<file path="config.mk">
export PLATFORM = sky130hd
export DESIGN_NAME = ddr_init_sequencer
export DESIGN_NICKNAME = d
export VERILOG_FILES = /design/src/rtl/ddr_init_sequencer.sv
export SDC_FILE = /design/constraint.sdc
export NUM_CORES = 1
export LEC_CHECK = 0
export CORE_MARGIN = 5
export CORE_UTILIZATION = 40
export CTS_CLUSTER_DIAMETER = 100
export DETAILED_ROUTE_END_ITERATION = 8
export HOLD_SLACK_MARGIN = 0.15
export SLEW_MARGIN = 20
export SYNTH_ARGS = -nofsm -noshare
export SYNTH_HDL_FRONTEND = slang
export SYNTH_SLANG_ARGS = --single-unit
</file>
<file path="constraint.sdc">
create_clock -name iCLK -period 3.5 [get_ports iCLK]
set_input_delay 0.525 -clock iCLK [delete_from_list [all_inputs] [get_ports iCLK]]
set_output_delay 0.525 -clock iCLK [all_outputs]
set_load 0.05 [all_outputs]
</file>
<file path="src/rtl/ddr_init_sequencer.sv">
// Multi-channel DDR hard-IP reset/start sequencer with per-channel done tracking.
// Optional DDR_INIT_TIMEOUT_EN builds the START timeout, bounded retry and ERR state.
module ddr_init_sequencer #(
    parameter int pChannels      = 1,
    parameter int pRstCycles     = 16,
    parameter int pWaitCycles    = 255,
    parameter int pTimeoutCycles = 65536,
    parameter int pMaxRetry      = 3
) (
    input  logic                 iCLK,
    input  logic                 iRST,
    input  logic                 i_restart,
    input  logic [pChannels-1:0] i_ddr_cfg_done,
    output logic [pChannels-1:0] o_ddr_axi_rstn,
    output logic [pChannels-1:0] o_ddr_cfg_reset,
    output logic [pChannels-1:0] o_ddr_cfg_start,
    output logic                 o_ddr_cfg_done,
    output logic                 o_ddr_init_err,
    output logic [3:0]           o_retry_cnt
);

    localparam int cRstWait = (pRstCycles > pWaitCycles) ? pRstCycles : pWaitCycles;
`ifdef DDR_INIT_TIMEOUT_EN
    localparam int cCntMax  = (cRstWait > pTimeoutCycles) ? cRstWait : pTimeoutCycles;
`else
    localparam int cCntMax  = cRstWait;
`endif
    localparam int cCntW    = $clog2(cCntMax) + 1;

    if (pChannels < 1 || pChannels > 4 || pRstCycles < 1 || pWaitCycles < 1 ||
        pTimeoutCycles < 4 || pMaxRetry < 0 || pMaxRetry > 15) begin : g_bad_cfg
        $error("ddr_init_sequencer: parameter out of range");
    end

    typedef enum logic [2:0] {ST_RST, ST_WAIT, ST_START, ST_DONE, ST_ERR} state_t;

    state_t                 state, state_nxt;
    logic [cCntW-1:0]       cnt;
    logic                   cnt_clr;
    logic [pChannels-1:0]   mask, mask_nxt, done_all;
    logic [pChannels-1:0]   done_sync1, done_sync2;
    logic [3:0]             retry;
`ifdef DDR_INIT_TIMEOUT_EN
    logic [3:0]             retry_nxt;
`endif

    always_comb begin
        state_nxt = state;
        cnt_clr   = 1'b0;
        mask_nxt  = mask;
        done_all  = mask | done_sync2;
`ifdef DDR_INIT_TIMEOUT_EN
        retry_nxt = retry;
`endif
        if (i_restart) begin
            state_nxt = ST_RST;
            cnt_clr   = 1'b1;
            mask_nxt  = '0;
`ifdef DDR_INIT_TIMEOUT_EN
            retry_nxt = '0;
`endif
        end else begin
            case (state)
                ST_RST: begin
                    if (cnt == cCntW'(pRstCycles - 1)) begin
                        state_nxt = ST_WAIT;
                        cnt_clr   = 1'b1;
                    end
                end
                ST_WAIT: begin
                    if (cnt == cCntW'(pWaitCycles - 1)) begin
                        state_nxt = ST_START;
                        cnt_clr   = 1'b1;
                        mask_nxt  = '0;
                    end
                end
                ST_START: begin
                    mask_nxt = done_all;
                    // A full mask on the final timeout count still completes.
                    if (&done_all) begin
                        state_nxt = ST_DONE;
                        cnt_clr   = 1'b1;
                    end
`ifdef DDR_INIT_TIMEOUT_EN
                    else if (cnt == cCntW'(pTimeoutCycles - 1)) begin
                        cnt_clr  = 1'b1;
                        mask_nxt = '0;
                        if (retry < 4'(pMaxRetry)) begin
                            retry_nxt = retry + 4'd1;
                            state_nxt = ST_RST;
                        end else begin
                            state_nxt = ST_ERR;
                        end
                    end
`endif
                end
                default: ;
            endcase
        end
    end

    always_ff @(posedge iCLK or posedge iRST) begin
        if (iRST) begin
            state           <= ST_RST;
            cnt             <= '0;
            mask            <= '0;
            done_sync1      <= '0;
            done_sync2      <= '0;
            o_ddr_cfg_reset <= '1;
            o_ddr_axi_rstn  <= '0;
            o_ddr_cfg_start <= '0;
            o_ddr_cfg_done  <= 1'b0;
        end else begin
            state           <= state_nxt;
            cnt             <= cnt_clr ? '0 : cnt + cCntW'(1);
            mask            <= mask_nxt;
            done_sync1      <= i_ddr_cfg_done;
            done_sync2      <= done_sync1;
            // Outputs are decoded from the next state so they change with it.
            o_ddr_cfg_reset <= {pChannels{(state_nxt == ST_RST) || (state_nxt == ST_ERR)}};
            o_ddr_axi_rstn  <= {pChannels{state_nxt == ST_DONE}};
            o_ddr_cfg_start <= {pChannels{(state_nxt == ST_START) || (state_nxt == ST_DONE)}};
            o_ddr_cfg_done  <= (state_nxt == ST_DONE);
        end
    end

`ifdef DDR_INIT_TIMEOUT_EN
    always_ff @(posedge iCLK or posedge iRST) begin
        if (iRST) begin
            retry          <= '0;
            o_ddr_init_err <= 1'b0;
        end else begin
            retry          <= retry_nxt;
            o_ddr_init_err <= (state_nxt == ST_ERR);
        end
    end
`else
    assign retry          = '0;
    assign o_ddr_init_err = 1'b0;
`endif

    assign o_retry_cnt = retry;

endmodule

</file>
==> results.md <==
Clock tree
• number of setup buffers added after CTS: 0
• clk sinks: 18
• CTS-repair resized insts: 0
• clock latency reported for the late side of the worst-skew pair: 0.29 ns
• hold_buf cts: 0
• Max clock buf depth: 2
• clock root cell: clkbuf_4
• cts bufs inserted: 3
• clock transition at the registers of the reported paths: 0.10 ns
• CTS H-Tree Depth: 1
• clock tree from TritonCTS: done

Global routing
• global router's overall resource usage: 9.99%
• total global routing overflow: 0
• global-route wire length before repair: 2440 µm
• maximum number of pins on one net before global-route repair: 19
• vias in the first global route: 551
• number of antenna violations at the first check in global routing: 0

Synthesis
• proportion of register bits with asynchronous set or reset after synthesis: 100%
• unique cell type count in the Yosys netlist: 27
• synth top area cells: dfrtp_1, nor2_1, xnor2_1
• number of enable flip-flop cells after synthesis: 0
• Post-Syn Area: 838 µm²
• largest area contributor in the netlist: dfrtp_1
• library cell with the highest instance count after synthesis: nor2_1
• Synthesis Warnings: 0
• Yosys reg bits: 18
• most used flip-flop cell after synthesis: dfrtp_1
• share of the synthesized area in the top cell type: 50.7%
• mean area per synthesized cell: 10.3 µm²
• cell count after synthesis: 81
• sequential share of the synthesized area: 53.9%
• list of most frequent post-synthesis cells: nor2_1, dfrtp_1, buf_4, xnor2_1, inv_1

STA
• part of the cycle the worst path needs: 60.7%
• unrepaired setup endpoints after global routing: false
• f_max: 0.470 GHz
• Hold Violations, Final: 0
• headroom to the max-slew limit: 55.6%
• Final Max Slew Viols: 0
• setup skew after layout: 0.00469 ns
• transition at the pin with the smallest max-transition slack: 0.666 ns
• shortest clock period the worst path allows after layout: 2.13 ns
• worst-case setup margin in the final layout: 1.37 ns
• Finish-stage setup viols: 0
• aggregate negative setup slack: 0 ns

Power and ir drop
• Pleak: 0.408 nW
• cell area power density: 397 nW/µm²
• peak supply drop: 0.299 mV

Floorplan
• site row count: 16
• die area: 3110 µm²
• die width: 55.8 µm
• I/O pins: 13
• Starting Density: 42.3%
• core outline area: 1980 µm²
• vertical die dimension: 55.8 µm

Final layout
• area of the multi-input gates: 323 µm²
• fillcell total: 188
• Reg area: 452 µm²
• Final nets: 95
• share of layout cells above drive strength 1: 7.95%
• antenna diode count: 0
• area delta synth->final: 11.3%

Critical path
• worst-path cell with the longest stage delay: clkdlybuf4s50_1
• critical path fanouts, max: 1
• longest individual stage delay on the worst path: 0.79 ns
• stages on the worst setup path: 1
• crit path cell chain: clkdlybuf4s50_1
• source of the worst register-to-register timing path: cnt[4]$_DFF_PP0_
• critical setup path kind: reg2out
• kind of start point of the critical path: flip-flop
• CP delay by family, top: buffers and inverters
• Reg2Reg Capture Point: cnt[7]$_DFF_PP0_
• cell count of the worst reg-to-reg path: 4
• WP buf/inv: 1
• Crit path required time: 2.97 ns
• arrival time of the worst setup path: 1.60 ns
• setup slack, reg-to-reg: 1.69 ns
• kind of end point of the critical path: output pin

Placement
• Placement Setup Slack: 1.69 ns
• Final Wtd Congestion: 0.808
• number of port buffers: 7
• half-perimeter wire length after detailed placement: 931 µm

Detailed routing
• antenna viol nets, final: 0
• router iterations before antenna repair: 4
• routed via count divided by cell count: 4.84
• remaining design rule violation count: 0
• routed wirelength normalized by instance count: 11.5 µm
• iteration-0 DRC count of the detailed router: 4
• total number of vias: 557
• aggregate routed wire length: 1320 µm

Hold path
• origin of the worst min-delay path: done_sync1$_DFF_PP0_
• terminating pin of the worst hold path: done_sync2$_DFF_PP0_
• type of the tightest min-delay check: reg2reg
• cell depth of the worst min-delay path: 0

Status
• outcome: finished, final reports clean

Run
• max-capacitance violation count: 0

==> per-layer routing <==
metal / share of wire (%) / GRT usage, % / wire [µm] / up-vias
met5: 0 / 0 / 0 / -
met4: 2.7 / 6.25 / 36 / 0
met3: 6.1 / 2.32 / 80 / 5
met2: 44 / 15.5 / 575 / 14
met1: 48 / 12.4 / 628 / 264
li1: - / - / - / 274
==> cell type report <==
type	count	area share, %
clock buffer	4	3.89
tap	27	3.62
multi-input combinational	54	34.6
sequential	18	48.4
inverter	5	2.01
timing repair buffer	7	7.51
==> worst max path at each step <==
stage,start,endpoint,slack [ns]
global route,o_ddr_cfg_reset$_DFF_PP1_,o_ddr_cfg_reset,1.33
finish,o_ddr_cfg_reset$_DFF_PP1_,o_ddr_cfg_reset,1.37
global placement,o_ddr_cfg_reset$_DFF_PP1_,o_ddr_cfg_reset,1.69
CTS,o_ddr_cfg_reset$_DFF_PP1_,o_ddr_cfg_reset,1.36
detailed placement,o_ddr_cfg_reset$_DFF_PP1_,o_ddr_cfg_reset,1.69
floorplan,cnt[4]$_DFF_PP0_,cnt[4]$_DFF_PP0_,1.80
==> metrics by stage <==
step	utilization [%]	power [mW]	area (µm²)	hold slack [ns]	std cells
6_report	47.1	0.371	933	0.357	115
4_1_cts	47.1	0.377	933	0.360	115
2_1_floorplan	-	0.246	853	0.331	85
3_5_place_dp	45.3	0.248	897	0.336	111
3_3_place_gp	45.3	0.248	897	0.338	111
5_1_grt	47.1	0.391	933	0.364	115
==> sequential cells by signal (all words and copies together), names as in the netlist <==
name             cells
cnt                  9
done_sync1           1
done_sync2           1
mask                 1
o_ddr_cfg_done       1
o_ddr_cfg_reset      1
o_ddr_cfg_start      1
state                3
==> power breakdown <==
group / switching (mW) / internal, mW / total, mW
clock: 0.0633 / 0.0634 / 0.127
sequential: 0.00416 / 0.212 / 0.216
combinational: 0.0213 / 0.00653 / 0.0278
==> kinds of logic after synthesis <==
group / count (synthesis) / share of synthesized area [%]
AOI/OAI and AO/OA: 11 / 10.7
xor gates and xnor gates: 7 / 7.31
adders and majority gates: 2 / 2.98
buffers and inverters: 13 / 9.40
DFF: 18 / 53.9
other: 1 / 0.447
and+or+nand+nor: 29 / 15.2
==> layout by cell type, fill, tap and decap left out, types with 2 or more instances in the layout <==
master,count
a21oi_1,2
clkbuf_4,3
clkdlybuf4s50_1,7
conb_1,5
dfrtp_1,17
ha_1,2
inv_1,5
nand2_1,2
nand3_1,3
nand4_1,2
nor2_1,19
xnor2_1,6
(Power assumes the default switching activity.)
